`src/rtl/mul_div_unit.sv`:
```
`default_nettype none
// ============================================================================
// Module      : mul_div_unit
// Description : Iterative 8x8 unsigned/signed multiply and 16/8 restoring
//               divide with a start/busy/done handshake.
// Revision    : 1.0 - initial release
// ============================================================================
module mul_div_unit (
    input  logic        clk,
    input  logic        rst,
    input  logic        start,
    input  logic [1:0]  op,
    input  logic [15:0] operand_a,
    input  logic [15:0] operand_b,
    output logic [15:0] result,
    output logic [7:0]  remainder,
    output logic        busy,
    output logic        done,
    output logic        err
);

    localparam logic [1:0] c_IDLE = 2'd0;
    localparam logic [1:0] c_RUN  = 2'd1;
    localparam logic [1:0] c_DONE = 2'd2;

    localparam logic [1:0] c_OP_MUL  = 2'b00;
    localparam logic [1:0] c_OP_MULS = 2'b01;
    localparam logic [1:0] c_OP_DIV  = 2'b10;
    localparam logic [1:0] c_OP_RSVD = 2'b11;

    logic [1:0]  r_state;
    logic [1:0]  r_op;
    logic [7:0]  r_b;
    logic [3:0]  r_cnt;
    logic [15:0] r_acc;
    logic [15:0] r_mcand;
    logic [7:0]  r_mplier;
    logic        r_neg;
    logic [7:0]  r_rem;
    logic [15:0] r_quo;

    logic [7:0]  w_mag_a;
    logic [7:0]  w_mag_b;
    logic [15:0] w_mul_sum;
    logic [15:0] w_mul_res;
    logic [8:0]  w_trial;
    logic [8:0]  w_diff;
    logic        w_ge;
    logic [7:0]  w_rem_next;
    logic [15:0] w_quo_next;
    logic        w_trivial;
    logic        w_unused;

    assign w_unused = ^operand_b[15:8];

    // Signed multiply runs on magnitudes; -128 maps to 8'h80 read as unsigned 128.
    assign w_mag_a = (op == c_OP_MULS && operand_a[7]) ? 8'd0 - operand_a[7:0] : operand_a[7:0];
    assign w_mag_b = (op == c_OP_MULS && operand_b[7]) ? 8'd0 - operand_b[7:0] : operand_b[7:0];

    assign w_mul_sum = r_acc + (r_mplier[0] ? r_mcand : 16'd0);
    assign w_mul_res = (r_op == c_OP_MULS && r_neg) ? 16'd0 - w_mul_sum : w_mul_sum;

    // Partial remainder stays below the divisor, so trial - divisor never exceeds 8 bits
    // and bit 8 of the difference alone tells whether the subtraction fits.
    assign w_trial    = {r_rem, r_quo[15]};
    assign w_diff     = w_trial - {1'b0, r_b};
    assign w_ge       = ~w_diff[8];
    assign w_rem_next = w_ge ? w_diff[7:0] : w_trial[7:0];
    assign w_quo_next = {r_quo[14:0], w_ge};

    assign w_trivial = (r_op == c_OP_RSVD) || (r_op == c_OP_DIV && r_b == 8'd0);

    assign busy = (r_state != c_IDLE);
    assign done = (r_state == c_DONE);

    always_ff @(posedge clk or posedge rst) begin
        if (rst) begin
            r_state   <= c_IDLE;
            r_op      <= c_OP_MUL;
            r_b       <= 8'd0;
            r_cnt     <= 4'd0;
            r_acc     <= 16'd0;
            r_mcand   <= 16'd0;
            r_mplier  <= 8'd0;
            r_neg     <= 1'b0;
            r_rem     <= 8'd0;
            r_quo     <= 16'd0;
            result    <= 16'd0;
            remainder <= 8'd0;
            err       <= 1'b0;
        end else begin
            case (r_state)
                c_IDLE, c_DONE: begin
                    if (start) begin
                        r_state  <= c_RUN;
                        r_op     <= op;
                        r_b      <= operand_b[7:0];
                        r_cnt    <= 4'd0;
                        r_acc    <= 16'd0;
                        r_mcand  <= {8'd0, w_mag_a};
                        r_mplier <= w_mag_b;
                        r_neg    <= (op == c_OP_MULS) && (operand_a[7] ^ operand_b[7]);
                        r_rem    <= 8'd0;
                        r_quo    <= operand_a;
                    end else begin
                        r_state <= c_IDLE;
                    end
                end
                c_RUN: begin
                    if (w_trivial) begin
                        r_state   <= c_DONE;
                        result    <= (r_op == c_OP_RSVD) ? 16'd0 : 16'hFFFF;
                        remainder <= (r_op == c_OP_RSVD) ? 8'd0 : r_quo[7:0];
                        err       <= 1'b1;
                    end else if (r_op == c_OP_DIV) begin
                        r_rem <= w_rem_next;
                        r_quo <= w_quo_next;
                        r_cnt <= r_cnt + 4'd1;
                        if (r_cnt == 4'd15) begin
                            r_state   <= c_DONE;
                            result    <= w_quo_next;
                            remainder <= w_rem_next;
                            err       <= 1'b0;
                        end
                    end else begin
                        r_acc    <= w_mul_sum;
                        r_mcand  <= r_mcand << 1;
                        r_mplier <= r_mplier >> 1;
                        r_cnt    <= r_cnt + 4'd1;
                        if (r_cnt == 4'd7) begin
                            r_state   <= c_DONE;
                            result    <= w_mul_res;
                            remainder <= 8'd0;
                            err       <= 1'b0;
                        end
                    end
                end
                default: r_state <= c_IDLE;
            endcase
        end
    end

endmodule
`default_nettype wire

```
`config.mk`:
```
export PLATFORM = sky130hd
export DESIGN_NAME = mul_div_unit
export DESIGN_NICKNAME = d
export VERILOG_FILES = /design/src/rtl/mul_div_unit.sv
export SDC_FILE = /design/constraint.sdc
export NUM_CORES = 1
export LEC_CHECK = 0
export CELL_PAD_IN_SITES_DETAIL_PLACEMENT = 1
export CELL_PAD_IN_SITES_GLOBAL_PLACEMENT = 2
export CORE_ASPECT_RATIO = 1.5
export CORE_MARGIN = 5
export CORE_UTILIZATION = 40
export DETAILED_ROUTE_END_ITERATION = 12
export DONT_BUFFER_PORTS = 1
export GPL_TIMING_DRIVEN = 0
export MAX_ROUTING_LAYER = met4
export PLACE_DENSITY = 0.89
export SYNTH_ARGS = -nofsm -noshare
export SYNTH_HDL_FRONTEND = slang
export SYNTH_SLANG_ARGS = --single-unit
```
`constraint.sdc`:
```
create_clock -name clk -period 6 [get_ports clk]
set_clock_uncertainty 0.1 [all_clocks]
set_input_delay 0.6 -clock clk [delete_from_list [all_inputs] [get_ports clk]]
set_output_delay 0.6 -clock clk [all_outputs]
set_load 0.005 [all_outputs]
```
==> results of run 1 <==
==> synthesized netlist by cell type, drive strengths merged, types with 4 or more instances <==
cell type  count  area share
nand2        118       0.069
dfrtp        106        0.41
o21ai         75       0.059
a21oi         58       0.048
nor2          50       0.030
nand3         48       0.038
clkbuf        34       0.020
ha            27       0.052
and2          23       0.022
inv           23       0.013
xnor2         20       0.028
xor2          20       0.028
a31oi         17       0.019
a21o          14       0.016
o221ai        12       0.016
nor3          11       0.010
nor2b          8      0.0078
a211oi         7      0.0081
and3           7      0.0070
buf            7      0.0076
mux2i          7       0.011
nand4          7      0.0068
o211ai         6      0.0070
nand2b         5      0.0048
a221o          4      0.0062
==> how the worst min path moves through the flow <==
stage,end,slack [ps],cells after the start
2_1_floorplan,r_mplier[1],350,2
3_3_place_gp,r_mplier[1],360,2
3_5_place_dp,r_mplier[6],380,2
4_1_cts,r_quo[11],80,1
5_1_grt,r_quo[11],110,1
6_report,r_quo[11],50,1
==> cells by family (layout without fill, tap and decap cells) <==
| family | count (synthesis) | count (layout) | share of synthesized area |
|---|---|---|---|
| mux | 8 | 8 | 0.0126 |
| xor+xnor | 40 | 40 | 0.0566 |
| fa+ha+maj | 29 | 29 | 0.0585 |
| buf+inv | 65 | 82 | 0.0423 |
| compound gates | 210 | 210 | 0.205 |
| flops | 106 | 106 | 0.411 |
| simple gates | 293 | 293 | 0.214 |
==> power by group through the flow <==
stage	Clock [mW]	Combinational [mW]	Sequential [mW]
2_1_floorplan	0	1.46	1.17
3_3_place_gp	0	1.91	1.26
3_5_place_dp	0	2.00	1.27
4_1_cts	0.583	2.01	1.26
5_1_grt	0.613	2.22	1.30
6_report	0.572	1.99	1.26
==> metal layers <==
metal | vias to the layer above | global-route usage | wire length [um]
li1 | 2671 | - | -
met5 | - | - | 0
met2 | 120 | 0.410 | 10700
met1 | 2826 | 0.251 | 7820
met4 | 0 | 0.122 | 939
met3 | 41 | 0.0281 | 713
==> final cells by class <==
class	instances	share of cell area
clock buffer	11	0.0332
buffer	42	0.0266
timing repair buffer	1	0.00393
sequential	106	0.378
clock inverter	5	0.00553
inverter	23	0.0127
multi-input combinational	580	0.503
tap	206	0.0368
==> flip-flops by register name, indices dropped and copies added, names as in the netlist, 2 cells and up <==
signal,cells
r_acc,16
r_mcand,16
r_quo,16
result,16
r_b,8
r_mplier,8
r_rem,8
remainder,8
r_cnt,4
r_op,2
r_state,2
==> impl_metrics.yaml, run 1 <==
synthesis:
  syn_nets: 817
  synth_cell_type_count: 68
  synth_cells: 751
  ys_seq_area_frac: 0.411
  synth-seq-cells: 106
  yosys_warnings: 0
  syn_avg_cell_area_um2: 8.59
  synthFlopType: "dfrtp_1"
  synth_edf_count: 0
  async_flop_share: 1.00
  synthesis.area_mm2: 0.00645
cts:
  cts_max_level: 3
  ctsResizeCount: 0
  cts-root-buf: "clkbuf_16"
  cts_buffer_depth: 2
  cts_tree: "built"
  postCtsSetupBuffers: 0
  path_clk_slew_ps: 80
  clock-sinks: 106
  holdBufCountCts: 0
  clk_latency_ps: 360
  numCtsBuffers: 9
global_routing:
  grt.total_usage: 0.231
  grt_start_max_net_pins: 66
  grt_first_pass_wirelength_um: 32600
  grt_overflow: 0
  antenna_found_initial: 0
  grt_pass1_vias: 6049
timing:
  finalSetupViolCount: 0
  relSlewSlack: 0.289
  setup_slack_ps: 1960
  fin_hold_ws_ps: 52.6
  slew_violations: 0
  rsz0062_at_grt: "false"
  clock.fmax_mhz: 247
  tightest_slew_ps: 1060
  timing.final.crit_share: 0.673
  hold_viol: 0
  setup_tns_ps: 0
  min_period_ps: 4040
setup_path:
  crit_path_max_incr_delay_ps: 460
  cp.depth: 13
  start_kind: "register"
  crit_slowest_cell: "dfrtp_1"
  crit_family: "simple AND/OR/NAND/NOR gates"
  required_ps: 6120
  cp_max_fo: 10
  path_class: "reg -> reg"
  path_buf_inv: 1
  startpoint: "r_mplier[0]"
  r2r_cells: 13
  r2r-start: "r_mplier[0]"
  crit_chain: "clkbuf_1 -> and2_1 -> ha_1 -> fa_1 -> a21o_2 -> a21oi_1 -> xor2_1 -> and3_1 -> nor2b_1 -> and4_1 -> a41oi_1 -> xnor2_1 -> o221ai_1"
  crit_end: "result[15]"
  rr_endpoint: "result[15]"
  r2r_slack_ps: 1960
  cp-end-kind: "register"
  cp_data_arrival_time_ps: 4160
power:
  clkPwrFrac: 0.150
  p_leak_nw: 3.09
  switching_share: 0.479
  power_density_mw_per_mm2: 545
  switching_power_mw: 1.83
  intPower_mw: 1.99
  p_seq_frac: 0.329
  p_comb_frac: 0.521
  design_power_total_mw: 3.82
  peakVddDrop_mv: 0.245
finish:
  finalCoreUtilization: 0.437
  antennaDiodeCount: 0
  ff_latch_area_mm2: 0.00265
  drive_above_1_share: 0.0586
  postLayoutCellArea_mm2: 0.00701
  fin_nets: 829
  synthToLayoutAreaGrowth_pct: 8.67
  multi_input_area_mm2: 0.00353
  fin_cells: 974
  final_common_cell: "nand2_1"
  final_cell_mix: "nand2_1 (118), dfrtp_1 (106), o21ai_0 (71), a21oi_1 (55), nor2_1 (48)"
  nFillCells: 1937
run:
  cap_violations: 0
floorplanning:
  fp.dieW_um: 114
  core_area_mm2: 0.0160
  pin_count: 64
  rows: 57
  dieArea_mm2: 0.0188
  start_util: 0.402
  die-height_um: 166
detailed_routing:
  drt_iter0_drc: 282
  ant_nets: 0
  totalWireLength_um: 20200
  via_per_inst: 5.81
  wire_per_inst_um: 20.7
  routed-via-count: 5658
  drc: 0
  first_pass_iters: 5
placement:
  dp_hpwl_um: 16000
  place_area_mm2: 0.00674
  dp.cells: 958
  place_ws_ps: 2050
  place.port_buffers: 0
  place.gp.congestion: 0.907
worst_hold_path:
  hold_class: "in -> async"
run_status:
  status: "finished clean"
Power figures use the tool's default switching activity.
==> run 2: changes to the inputs <==
--- a/config.mk
+++ b/config.mk
@@ -9,12 +9,12 @@
 export CELL_PAD_IN_SITES_GLOBAL_PLACEMENT = 2
 export CORE_ASPECT_RATIO = 1.5
 export CORE_MARGIN = 5
-export CORE_UTILIZATION = 40
+export CORE_UTILIZATION = 35
 export DETAILED_ROUTE_END_ITERATION = 12
 export DONT_BUFFER_PORTS = 1
 export GPL_TIMING_DRIVEN = 0
 export MAX_ROUTING_LAYER = met4
-export PLACE_DENSITY = 0.89
+export PLACE_DENSITY = 0.83
 export SYNTH_ARGS = -nofsm -noshare
 export SYNTH_HDL_FRONTEND = slang
 export SYNTH_SLANG_ARGS = --single-unit
==> constraint.sdc (replaced) <==
create_clock -name clk -period 3.6 [get_ports clk]
set_clock_uncertainty 0.1 [all_clocks]
set_input_delay 0.36 -clock clk [delete_from_list [all_inputs] [get_ports clk]]
set_output_delay 0.36 -clock clk [all_outputs]
set_load 0.005 [all_outputs]
==> run 2 against run 1 <==
Hold slack got worse by 35 ps. Via count is 0.88% higher. Final cell count up 1.7%. Critical endpoint unchanged. Largest cell class unchanged.
==> impl_metrics.yaml, run 2 (synthesis results as in run 1) <==
setup_path:
  cp_max_fo: 7
  cp-end-kind: "register"
  r2r_cells: 12
  crit_slowest_cell: "dfrtp_2"
  crit_chain: "and2_1 -> ha_1 -> fa_1 -> a21o_2 -> a21oi_1 -> xor2_2 -> and3_1 -> nor2b_2 -> and4_1 -> a41oi_1 -> xnor2_1 -> o221ai_1"
  crit_path_max_incr_delay_ps: 440
  path_class: "reg -> reg"
  required_ps: 3730
  crit_family: "simple AND/OR/NAND/NOR gates"
  path_buf_inv: 0
  cp.depth: 12
  cp_data_arrival_time_ps: 3600
  start_kind: "register"
timing:
  slew_violations: 0
  tightest_slew_ps: 1030
  finalSetupViolCount: 0
  relSlewSlack: 0.308
  fin_hold_ws_ps: 17.5
  rsz0062_at_grt: "false"
  timing.final.crit_share: 0.964
  min_period_ps: 3470
  setup_tns_ps: 0
  hold_viol: 0
  setup_slack_ps: 129
  clock.fmax_mhz: 288
power:
  p_leak_nw: 3.15
  p_comb_frac: 0.526
  switching_share: 0.478
  clkPwrFrac: 0.150
  power_density_mw_per_mm2: 909
  switching_power_mw: 3.09
  peakVddDrop_mv: 0.466
  p_seq_frac: 0.324
  intPower_mw: 3.38
  design_power_total_mw: 6.47
finish:
  antennaDiodeCount: 0
  fin_cells: 991
  fin_nets: 835
  final_common_cell: "nand2_1"
  ff_latch_area_mm2: 0.00265
  synthToLayoutAreaGrowth_pct: 10.3
  finalCoreUtilization: 0.395
  postLayoutCellArea_mm2: 0.00712
  multi_input_area_mm2: 0.00356
  drive_above_1_share: 0.0749
  nFillCells: 2152
  final_cell_mix: "nand2_1 (118), dfrtp_1 (105), o21ai_0 (71), a21oi_1 (55), nor2_1 (48)"
placement:
  place.port_buffers: 0
  dp.cells: 969
  place.gp.congestion: 0.884
  place_ws_ps: -387
  place_area_mm2: 0.00676
  dp_hpwl_um: 16300
floorplanning:
  core_area_mm2: 0.0180
  die-height_um: 176
  rows: 60
  pin_count: 64
  start_util: 0.358
  fp.dieW_um: 121
  dieArea_mm2: 0.0213
cts:
  numCtsBuffers: 9
  cts-root-buf: "clkbuf_16"
  cts_tree: "built"
  cts_max_level: 3
  clock-sinks: 106
  path_clk_slew_ps: 80
  clk_latency_ps: 370
  cts_buffer_depth: 2
detailed_routing:
  wire_per_inst_um: 21.0
  drt_iter0_drc: 291
  drc: 0
  ant_nets: 0
  totalWireLength_um: 20800
  via_per_inst: 5.76
  routed-via-count: 5708
  first_pass_iters: 4
global_routing:
  grt_first_pass_wirelength_um: 33400
  grt_pass1_vias: 6134
  grt_overflow: 0
  antenna_found_initial: 0
  grt_start_max_net_pins: 61
  grt.total_usage: 0.205
worst_hold_path:
  min_path_cells: 2
  hold_class: "in -> reg"
run_status:
  status: "finished clean"
run:
  cap_violations: 0
run 2: path summary, 6_finish.rpt:
path,startpoint,endpoint,slack (ps)
worst max-delay path,r_mplier[0],result[15],130
worst min-delay path,operand_b[7],r_b[7],20
worst max register to register,r_mplier[0],result[15],130
worst min register to register,r_mcand[9],r_mcand[10],390
max in group asynchronous,rst,r_mplier[0],2190
min in group asynchronous,rst,remainder[6],460
run 2: final cells by class:
type,instances,area share
tap,217,0.0382
buffer,41,0.0260
clock inverter,6,0.00686
clock buffer,10,0.0322
sequential,106,0.373
multi-input combinational,580,0.500
timing repair buffer,8,0.0116
inverter,23,0.0125
run 2: power by group through the flow:
stage / clock network [mW] / logic (mW) / registers, mW
after global routing: 1.04 / 3.78 / 2.16
after detailed placement: 0 / 3.32 / 2.13
after global placement: 0 / 3.19 / 2.10
after floorplan: 0 / 2.44 / 1.95
after CTS: 0.986 / 3.37 / 2.11
final: 0.969 / 3.41 / 2.10
run 2: what timing repair did:
item                       CTS  global route
hold buffers                 1             0
buffers inserted             2             4
pin swaps                    3             4
gates resized for setup      6             1
hold endpoints to repair    46             0
setup endpoints to repair   11            17
run 2: metal layers:
metal  up-vias  global-route usage  wire length, um  part of all wire
met2       104               0.364            11100              0.54
li1       2683                   -                -                 -
met4         0              0.0926              809             0.039
met5         -                   -                0                 0
met1      2876               0.227             8210              0.39
met3        45              0.0279              660             0.032
